<file path="src/rtl/rob_pr_free_q_if.sv">
// Commit-to-free-list port bundle for rob_pr_free_q: bundle enqueue plus per-bank drain handshake.
// The queue uses the slave modport; the commit stage and free-list banks sit on the master side.
interface rob_pr_free_q_if #(
  parameter int LANES        = 4,
  parameter int LOG_PR_COUNT = 7,
  parameter int BANK_COUNT   = 4
);
  logic                               enq_valid;
  logic [LANES-1:0]                   enq_valid_by_lane;
  logic [LANES*LOG_PR_COUNT-1:0]      enq_PR_by_lane;
  logic                               enq_ready;
  logic [BANK_COUNT-1:0]              deq_valid_by_bank;
  logic [BANK_COUNT*LOG_PR_COUNT-1:0] deq_PR_by_bank;
  logic [BANK_COUNT-1:0]              deq_ready_by_bank;
  logic                               empty;

  modport slave (
    input  enq_valid, enq_valid_by_lane, enq_PR_by_lane, deq_ready_by_bank,
    output enq_ready, deq_valid_by_bank, deq_PR_by_bank, empty
  );

  modport master (
    output enq_valid, enq_valid_by_lane, enq_PR_by_lane, deq_ready_by_bank,
    input  enq_ready, deq_valid_by_bank, deq_PR_by_bank, empty
  );
endinterface

</file>
<file path="src/rtl/rob_pr_free_q.sv">
// Freed-PR bundle queue between ROB commit and the banked free list; drains one PR per bank per cycle.
// Optional counters enabled by defining ROB_PR_FREE_Q_PERF_EN.
module rob_pr_free_q #(
  parameter int ENTRIES    = 2,
  parameter int LANES      = 4,
  parameter int PR_COUNT   = 128,
  parameter int BANK_COUNT = 4
) (
  input  logic             CLK,
  input  logic             nRST,
  rob_pr_free_q_if.slave   q
`ifdef ROB_PR_FREE_Q_PERF_EN
  ,
  output logic [31:0]      perf_enq_stall_count,
  output logic [31:0]      perf_bank_conflict_count
`endif
);
  localparam int LOG_PR_COUNT   = $clog2(PR_COUNT);
  localparam int LOG_BANK_COUNT = $clog2(BANK_COUNT);
  localparam int PTR_W          = (ENTRIES > 1) ? $clog2(ENTRIES) : 1;
  localparam int CNT_W          = $clog2(ENTRIES + 1);

  logic [LOG_PR_COUNT-1:0] pr_q  [ENTRIES][LANES];
  logic [LANES-1:0]        rem_q [ENTRIES];
  logic [PTR_W-1:0]        head_q, tail_q;
  logic [CNT_W-1:0]        count_q;

  logic                    not_empty;
  logic                    enq_fire, enq_take, pop;
  logic [LANES-1:0]        head_rem;
  logic [LANES-1:0]        sel_oh [BANK_COUNT];
  logic [LOG_PR_COUNT-1:0] sel_pr [BANK_COUNT];
  logic [LANES-1:0]        sel_any, fired;
  logic [BANK_COUNT-1:0]   deq_valid;
  logic [BANK_COUNT*LOG_PR_COUNT-1:0] deq_pr;

  function automatic logic [PTR_W-1:0] ptr_inc(input logic [PTR_W-1:0] p);
    return (p == PTR_W'(ENTRIES - 1)) ? '0 : p + 1'b1;
  endfunction

  assign not_empty   = (count_q != '0);
  assign q.empty     = !not_empty;
  assign q.enq_ready = (count_q != CNT_W'(ENTRIES));
  assign enq_fire    = q.enq_valid && q.enq_ready;
  assign enq_take    = enq_fire && (q.enq_valid_by_lane != '0);
  assign head_rem    = not_empty ? rem_q[head_q] : '0;

  // Per bank, the lowest remaining lane wins; the descending scan lets lower lanes overwrite.
  always_comb begin
    sel_any = '0;
    fired   = '0;
    deq_valid = '0;
    deq_pr    = '0;
    for (int b = 0; b < BANK_COUNT; b++) begin
      sel_oh[b] = '0;
      sel_pr[b] = '0;
      for (int i = LANES - 1; i >= 0; i--) begin
        if (head_rem[i] &&
            (pr_q[head_q][i][LOG_BANK_COUNT-1:0] == LOG_BANK_COUNT'(b))) begin
          sel_oh[b]    = '0;
          sel_oh[b][i] = 1'b1;
          sel_pr[b]    = pr_q[head_q][i];
        end
      end
      deq_valid[b] = (sel_oh[b] != '0);
      deq_pr[b*LOG_PR_COUNT +: LOG_PR_COUNT] = sel_pr[b];
      sel_any = sel_any | sel_oh[b];
      if (deq_valid[b] && q.deq_ready_by_bank[b]) fired = fired | sel_oh[b];
    end
  end

  assign q.deq_valid_by_bank = deq_valid;
  assign q.deq_PR_by_bank    = deq_pr;
  assign pop = not_empty && ((head_rem & ~fired) == '0);

  always_ff @(posedge CLK or negedge nRST) begin
    if (!nRST) begin
      head_q  <= '0;
      tail_q  <= '0;
      count_q <= '0;
      for (int e = 0; e < ENTRIES; e++) begin
        rem_q[e] <= '0;
        for (int i = 0; i < LANES; i++) pr_q[e][i] <= '0;
      end
    end else begin
      if (not_empty) rem_q[head_q] <= rem_q[head_q] & ~fired;
      // Tail can only equal a live head when full, so this write never collides with the drain.
      if (enq_take) begin
        rem_q[tail_q] <= q.enq_valid_by_lane;
        for (int i = 0; i < LANES; i++)
          pr_q[tail_q][i] <= q.enq_PR_by_lane[i*LOG_PR_COUNT +: LOG_PR_COUNT];
        tail_q <= ptr_inc(tail_q);
      end
      if (pop) head_q <= ptr_inc(head_q);
      case ({enq_take, pop})
        2'b10:   count_q <= count_q + 1'b1;
        2'b01:   count_q <= count_q - 1'b1;
        default: count_q <= count_q;
      endcase
    end
  end

`ifdef ROB_PR_FREE_Q_PERF_EN
  logic bank_conflict;
  assign bank_conflict = (head_rem & ~sel_any) != '0;

  always_ff @(posedge CLK or negedge nRST) begin
    if (!nRST) begin
      perf_enq_stall_count     <= '0;
      perf_bank_conflict_count <= '0;
    end else begin
      if (q.enq_valid && !q.enq_ready && (perf_enq_stall_count != '1))
        perf_enq_stall_count <= perf_enq_stall_count + 1'b1;
      if (bank_conflict && (perf_bank_conflict_count != '1))
        perf_bank_conflict_count <= perf_bank_conflict_count + 1'b1;
    end
  end
`endif

endmodule

</file>
<file path="src/flat_wrapper.sv">
// flat-port wrapper written by rule: the top's interface ports become plain ports
module rob_pr_free_q_flat 
#(
  parameter int ENTRIES    = 2,
  parameter int LANES      = 4,
  parameter int PR_COUNT   = 128,
  parameter int BANK_COUNT = 4
)
  (CLK, nRST, q_enq_valid, q_enq_valid_by_lane, q_enq_PR_by_lane, q_deq_ready_by_bank, q_enq_ready, q_deq_valid_by_bank, q_deq_PR_by_bank, q_empty);
  rob_pr_free_q_if #(.LANES(LANES), .LOG_PR_COUNT((7)), .BANK_COUNT(BANK_COUNT)) q_i ();
  input  logic CLK;
  input  logic nRST;
  input wire logic [$bits(q_i.enq_valid)-1:0] q_enq_valid;
  input wire logic [$bits(q_i.enq_valid_by_lane)-1:0] q_enq_valid_by_lane;
  input wire logic [$bits(q_i.enq_PR_by_lane)-1:0] q_enq_PR_by_lane;
  input wire logic [$bits(q_i.deq_ready_by_bank)-1:0] q_deq_ready_by_bank;
  output wire logic [$bits(q_i.enq_ready)-1:0] q_enq_ready;
  output wire logic [$bits(q_i.deq_valid_by_bank)-1:0] q_deq_valid_by_bank;
  output wire logic [$bits(q_i.deq_PR_by_bank)-1:0] q_deq_PR_by_bank;
  output wire logic [$bits(q_i.empty)-1:0] q_empty;
  assign q_i.enq_valid = q_enq_valid;
  assign q_i.enq_valid_by_lane = q_enq_valid_by_lane;
  assign q_i.enq_PR_by_lane = q_enq_PR_by_lane;
  assign q_i.deq_ready_by_bank = q_deq_ready_by_bank;
  assign q_enq_ready = q_i.enq_ready;
  assign q_deq_valid_by_bank = q_i.deq_valid_by_bank;
  assign q_deq_PR_by_bank = q_i.deq_PR_by_bank;
  assign q_empty = q_i.empty;
  rob_pr_free_q #(.ENTRIES(ENTRIES), .LANES(LANES), .PR_COUNT(PR_COUNT), .BANK_COUNT(BANK_COUNT)) u_core (.CLK(CLK), .nRST(nRST), .q(q_i));
endmodule
</file>
<file path="config.mk">
export PLATFORM = sky130hd
export DESIGN_NAME = rob_pr_free_q_flat
export DESIGN_NICKNAME = d
export VERILOG_FILES = /design/src/rtl/rob_pr_free_q_if.sv /design/src/rtl/rob_pr_free_q.sv /design/src/flat_wrapper.sv
export SDC_FILE = /design/constraint.sdc
export NUM_CORES = 1
export LEC_CHECK = 0
export CAP_MARGIN = 0
export CORE_MARGIN = 2
export CORE_UTILIZATION = 55
export DETAILED_ROUTE_END_ITERATION = 8
export GPL_ROUTABILITY_DRIVEN = 0
export GPL_TIMING_DRIVEN = 0
export PLACE_DENSITY = 0.81
export SETUP_SLACK_MARGIN = 0.15
export SKIP_CTS_REPAIR_TIMING = 1
export SLEW_MARGIN = 25
export SYNTH_ARGS = -nofsm -noshare
export SYNTH_HDL_FRONTEND = slang
export SYNTH_SLANG_ARGS = --single-unit
export TNS_END_PERCENT = 5
</file>
<file path="constraint.sdc">
create_clock -name CLK -period 5 [get_ports CLK]
set_input_delay 1.5 -clock CLK [delete_from_list [all_inputs] [get_ports CLK]]
set_output_delay 1.5 -clock CLK [all_outputs]
set_load 0.05 [all_outputs]
</file>
==> flow_metrics.py <==
metrics = {
    "outcome": {
        "outcome": "finished, violations left",
        "violations": "negative setup slack",
    },
    "timing": {
        "worst_pin_slew_ns": 0.842,
        "drv_slew": 0,
        "max_freq_ghz": 0.194,
        "maxSlewHeadroom_pct": 43.6,
        "setup_viol": 8,
        "grt_setup_unrepaired": "yes",
        "finClkSkew_ns": 0.00739,
        "finalHoldViolCount": 0,
        "setup_slack_ns": -0.163,
        "post-route-period-util_pct": 103,
        "fin_crit_ns": 5.16,
    },
    "die": {
        "ios": 73,
        "rows": 31,
        "die-area_um2": 8190,
        "start_util_pct": 56.7,
        "die_w_um": 90.5,
        "core_um2": 7250,
        "fp.dieH_um": 90.5,
    },
    "synthesis": {
        "synth_xor_area_share_pct": 1.06,
        "synth_area_um2": 4120,
        "synth_top_family_by_area": "simple AND/OR/NAND/NOR gates",
        "synth_cells": 457,
        "synth-adder-area-share_pct": 0.304,
        "yosysWarnings": 0,
        "synthesis.area_per_instance_um2": 9.00,
        "ys_seq_area_share_pct": 41.3,
        "synth-edff-count": 0,
        "ys_types": 54,
        "synthFlopType": "dfrtp_1",
        "yosys.area_share.simple_pct": 24.4,
        "ys_ff_latch": 68,
        "async_reset_ff_share_pct": 100,
        "synth.area.mux_share_pct": 15.4,
        "synth_compound_area_share_pct": 13.3,
    },
    "pwr": {
        "ir_drop_v": 0.000468,
        "power_density_nw_per_um2": 791,
        "p_leak_nw": 2.62,
    },
    "min_path": {
        "hp-start": "u_core.pr_q[26]$_DFFE_PN0P_",
        "hp-class": "flop to flop",
        "min_to": "u_core.pr_q[26]$_DFFE_PN0P_",
        "hold_path_depth": 2,
    },
    "worst_setup_path": {
        "reg2reg_depth": 10,
        "ff2ff_setup_slack_ns": 1.66,
        "critical_path_class": "flop to output port",
        "critPathLaunchType": "flop",
        "worstPathArrival_ns": 3.66,
        "required_ns": 3.50,
        "rr_startpoint": "u_core.head_q$_DFFE_PN0P_",
        "worstPathMaxFanout": 10,
        "endpoint_kind": "output port",
        "r2r-end": "u_core.count_q[1]$_DFFE_PN0P_",
    },
    "routing": {
        "drt_wl_total_um": 12100,
        "vias_per_cell": 6.10,
        "wire_per_inst_um": 18.7,
        "dr.pass1.iters": 5,
        "num_vias": 3954,
        "dr.first_iter.drc_count": 385,
        "detail-route-antenna-nets": 0,
        "drc_errors": 0,
    },
    "cells_and_area": {
        "areaGrowthSynthToFinish_pct": 26.5,
        "drive_gt1_share_pct": 15.3,
        "stdcell_area_um2": 5200,
        "nets": 584,
        "post-route-util_pct": 71.8,
        "n_antenna_cell": 0,
    },
    "global_routing": {
        "grt_pass1_wl_um": 18800,
        "grt_usage_pct": 29.3,
        "grt_max_degree": 43,
        "grt.overflow.total": 0,
        "grt_pass1_vias": 3812,
        "antenna_found_initial": 0,
    },
    "clocking": {
        "clock_latency_ns": 0.35,
        "cts_tree": "built",
        "cts.htree.levels": 3,
        "clk_path_buf_depth": 2,
        "numCtsBuffers": 9,
        "cts_root_buf": "clkbuf_8",
        "clkTransAtPathRegs_ns": 0.08,
        "cts.sinks": 68,
    },
    "placement": {
        "io_buffers": 68,
        "dp_hpwl_um": 8570,
        "place_area_um2": 4950,
    },
    "run": {
        "cap_viol_max_count": 0,
    },
}
[critical path: stages (launching register included)]
cell and delay [ns]:
dfrtp_1 0.32, buf_4 0.18, buf_2 0.23, buf_2 0.26
buf_2 0.31, buf_2 0.37, mux2i_1 0.49, o221ai_1 0.20
o21ai_0 0.11, nand2_1 0.11, clkdlybuf4s50_1 0.71
[registers in the layout, summed over array words and instances, names as in the netlist]
register	cells
u_core.pr_q	56
u_core.rem_q	8
u_core.count_q	2
u_core.head_q	1
u_core.tail_q	1
[per-stage QoR]
| step | cells | power, mW | setup TNS (ns) | hold slack [ns] | worst slack (ns) |
|---|---|---|---|---|---|
| CTS | 644 | 4.06 | -1.82 | 0.477 | -0.237 |
| floorplan | 460 | 2.84 | 0 | 0.440 | 1.32 |
| detailed placement | 628 | 3.62 | 0 | 0.459 | 0.168 |
| global placement | 627 | 3.54 | 0 | 0.452 | 0.181 |
| global route | 648 | 4.33 | -1.66 | 0.490 | -0.230 |
| finish | 648 | 4.11 | -0.851 | 0.473 | -0.163 |
[report_power, final]
group          leakage, nW  switching (mW)  total, mW  internal (mW)
sequential           0.828           0.194       1.02          0.823
combinational         1.70            1.67       2.66          0.980
clock               0.0931           0.215      0.443          0.228
[layer usage]
metal | GRT usage [%] | vias to the layer above | routed length [um]
li1 | - | 1773 | -
met1 | 36.2 | 1927 | 4920
met2 | 48.8 | 209 | 5940
met3 | 6.43 | 45 | 867
met4 | 14.0 | 0 | 425
met5 | 0 | - | 0
[kinds of logic (layout without fill, tap and decap cells)]
kind of cell,Yosys count,after routing
flops,68,68
other cells,1,4
xor+xnor,5,5
buf+inv,33,122
compound gates,75,75
simple gates,216,216
fa+ha+maj,1,1
mux,58,58
[worst max-delay path by stage]
stage / endpoint / slack [ns] / startpoint / depth (start not counted)
detailed placement: q_deq_PR_by_bank[10] / 0.17 / u_core.head_q$_DFFE_PN0P_ / 10
global placement: q_deq_PR_by_bank[13] / 0.18 / u_core.head_q$_DFFE_PN0P_ / 10
floorplan: q_deq_PR_by_bank[3] / 1.32 / u_core.head_q$_DFFE_PN0P_ / 9
finish: q_deq_PR_by_bank[18] / -0.16 / u_core.head_q$_DFFE_PN0P_ / 10
CTS: q_deq_PR_by_bank[10] / -0.24 / u_core.head_q$_DFFE_PN0P_ / 10
global route: q_deq_PR_by_bank[12] / -0.23 / u_core.head_q$_DFFE_PN0P_ / 10
[synthesized netlist by cell type (5+ instances only)]
master,count,share of area (%)
and3b_1,7,1.5
o211ai_1,6,1.1
o22ai_1,6,0.91
clkbuf_1,13,1.2
inv_1,6,0.55
nor3_1,5,0.61
nand2_1,157,14
nor3b_1,12,2.2
dfrtp_1,68,41
nor2_1,8,0.73
o221ai_1,15,3.2
o21ai_0,23,2.8
buf_4,5,0.91
nand3_1,5,0.61
mux2i_1,16,3.9
a22oi_1,5,0.91
mux2_2,42,11
[placed cells by master (no fill, tap or decap), types with 3 or more instances in the layout]
cell	instances
clkbuf_1	15
mux2i_1	16
clkinv_2	3
nor3_1	5
o21ai_1	3
and3b_1	7
nand2b_1	4
conb_1	4
xnor2_1	3
clkdlybuf4s50_1	55
dlymetal6s2s_1	12
o21ai_0	23
buf_4	10
nand3_1	5
mux2_2	42
o211ai_1	6
nor2_1	7
clkbuf_8	9
o221ai_1	15
dfrtp_1	68
nor3b_1	12
a22oi_1	5
o22ai_1	6
nand2_1	157
buf_2	4
inv_1	6
[area by class of cell]
class | count | area (um^2)
plain buffers | 26 | 138
clock buffers | 11 | 131
clock inverters | 5 | 52.6
fillers | 554 | 2050
inverters | 7 | 28.8
multi-input cells | 359 | 2270
flip-flops and latches | 68 | 1700
well taps | 99 | 124
repair buffers | 73 | 758
Power figures use the tool's default switching activity.
==> variant, RTL diff (same settings) <==
`ENTRIES` is set to 2 in 2 places; all go to 4.
--- a/src/rtl/rob_pr_free_q.sv
+++ b/src/rtl/rob_pr_free_q.sv
@@ -1,7 +1,7 @@
 // Freed-PR bundle queue between ROB commit and the banked free list; drains one PR per bank per cycle.
 // Optional counters enabled by defining ROB_PR_FREE_Q_PERF_EN.
 module rob_pr_free_q #(
-  parameter int ENTRIES    = 2,
+  parameter int ENTRIES    = 4,
   parameter int LANES      = 4,
   parameter int PR_COUNT   = 128,
   parameter int BANK_COUNT = 4
--- a/src/flat_wrapper.sv
+++ b/src/flat_wrapper.sv
@@ -1,7 +1,7 @@
 // flat-port wrapper written by rule: the top's interface ports become plain ports
 module rob_pr_free_q_flat 
 #(
-  parameter int ENTRIES    = 2,
+  parameter int ENTRIES    = 4,
   parameter int LANES      = 4,
   parameter int PR_COUNT   = 128,
   parameter int BANK_COUNT = 4
Function: changed (Yosys sat finds a counterexample within 4 cycles, from zero or initial values and one cycle with nRST low).
==> variant against the original RTL <==
Via count up 30%. Wire length rose by 48%. Final cell count grew 26%. Critical path depth down 1. Area after synthesis grew 74%. Sequential cell count up 67. Worst setup slack improved by 0.38 ns. Clock skew grew 0.0044 ns. Design area grew 66%. Synthesized cell count increased by 19%. Non-clock buffer count up 3. Critical path type unchanged. Critical endpoint is now q_deq_PR_by_bank[3]. Largest cell class unchanged. Highest routed layer unchanged.
Power is left out: the tool's default activity adds up to more than one toggle a clock period on the data nets, which glitch-free logic cannot reach.
==> variant: results (changes against the original RTL) <==
Yosys
  – Yosys warnings: 0 (unchanged)
  – Top post-synthesis cells by area: dfrtp_1 (47%), mux2_2 (18%), mux4_2 (10%), a22oi_1 (2.1%), nand2_1 (1.7%)
  – Number of flops mapped to enable cells by yosys: 0 (unchanged)
  – Commonest cells in the netlist: dfrtp_1 (135), mux2_2 (112), mux4_2 (33)
  – Register area share after synthesis: 47.3% (+5.9 points)
  – Fraction of registers with async set or reset after synthesis: 100% (unchanged)
  – Synth unique cells: 51 (-5.6%)

CTS
  – Clock transition at path regs: 0.06 ns (-0.02 ns)
  – TritonCTS Buffers: 17 (+8)
  – Clock root cell: clkbuf_16
  – Latest clock arrival within the worst-skew pair: 0.42 ns (+0.07 ns)
  – H-tree levels: 4 (+1)
  – Clock Path Buffers: 2 (unchanged)

Layout
  – Filler Cell Count: 907 (+64%)
  – Ant diodes: 0 (unchanged)
  – Largest regs: u_core.pr_q x112, u_core.rem_q x16, u_core.count_q x3
  – Layout net count: 684 (+17%)
  – Share of cells above drive strength 1: 35.3% (+20 points)

GRT
  – Largest net degree at the start of global routing: 93 (+120%)
  – Tot GR Track Use: 27.3% (-2.0 points)
  – Initial antenna violation count: 0 (unchanged)
  – First-pass GRT wire length: 29.2 mm (+55%)
  – Number of global-route vias before repair: 5408 (+42%)

Timing
  – Worst clock skew: 0.0118 ns (+0.00440 ns)
  – Max-slew headroom: 38.6% (-5.1 points)

Placement
  – DP HPWL: 12.5 mm (+46%)
  – IO buf count: 68 (unchanged)

Setup path
  – CP Max Fanout: 10 (unchanged)
  – CP Capture Type: primary output
  – CP max stage delay: 0.60 ns (-0.11 ns)
  – CP required: 3.50 ns (about the same)
  – CP max-delay cell: mux4_2

Detailed routing
  – TritonRoute pass-1 iters: 8 (+3)
  – Iter 0 DRT Violations: 531 (+38%)
  – Wirelength per Cell: 22.0 um (+18%)
  – Post-DRT Antenna Nets: 0 (unchanged)
  – Vias/cell: 6.27 (+2.7%)

Status
  – Status: completed

Hold path
  – Worst Hold Class: reg -> reg
[variant: cell count changes in the layout (fill, tap and decap cells not counted), sizes merged, moves of 16 or more]
| cell | change |
|---|---|
| mux4 | +33 |
| nor2 | +18 |
| clkbuf | +33 |
| mux2 | +72 |
| dfrtp | +67 |
| a21oi | +16 |
| nand2 | -125 |
| clkdlybuf4s50 | -16 |
[variant: path summary, 6_finish.rpt]
path	start	slack, ns	depth (start not counted)	endpoint
worst max-delay path	u_core.head_q[0]	0.21	9	q_deq_PR_by_bank[3]
worst min-delay path	u_core.pr_q[25]	0.50	1	u_core.pr_q[25]
worst max register to register	u_core.head_q[0]	0.93	14	u_core.count_q[2]
worst min register to register	u_core.pr_q[25]	0.50	1	u_core.pr_q[25]
max in group asynchronous	nRST	3.30	2	u_core.pr_q[30]
min in group asynchronous	nRST	0.96	1	u_core.count_q[0]
[variant: final cells by class]
class                           instances  area (um^2)  area share (%)
Multi-Input combinational cell        369         3600            41.7
Tap cell                              172          215            2.49
Buffer                                 33          179            2.07
Clock buffer                           22          454            5.25
Inverter                               10         37.5           0.434
Timing Repair Buffer                   69          658            7.61
Sequential cell                       135         3380            39.0
Clock inverter                          8          125            1.45
[variant: cells by family after synthesis]
logic type | count (synthesis) | share of synthesized area, %
AO/OA/AOI/OAI | 84 | 8.35
XOR/XNOR | 3 | 0.368
adder cells (fa/ha/maj) | 10 | 1.86
buffers and inverters | 43 | 2.94
flip-flops | 135 | 47.3
multiplexers | 156 | 29.6
other | 1 | 0.0525
AND/OR/NAND/NOR | 112 | 9.56
[variant: metrics by stage]
stage | std cells | hold slack, ns | worst slack, ns | area, um^2 | util (%)
global placement | 787 | 0.481 | -2.54 | 8060 | 63.6
CTS | 818 | 0.501 | -0.476 | 8670 | 68.4
finish | 818 | 0.499 | 0.214 | 8650 | 68.3
detailed placement | 788 | 0.489 | -0.0264 | 8090 | 63.8
floorplan | 547 | 0.474 | 0.444 | 7160 | -
global route | 818 | 0.514 | 0.0431 | 8650 | 68.3
[variant: per-layer routing]
layer	part of all wire, %	wire, um	GRT usage (%)
met3	6.8	1230	8.14
met5	0	0	0
met4	2.7	485	10.1
met2	48	8680	43.0
met1	42	7630	36.2
[variant: worst max-delay path: cells and delay by family, from the launching register on]
kind / cells / cell delay, ns
flip-flops: 1 / 0.40
buffers and inverters: 3 / 0.76
multiplexers: 1 / 0.60
AND/OR/NAND/NOR: 3 / 0.58
AO/OA/AOI/OAI: 2 / 0.51
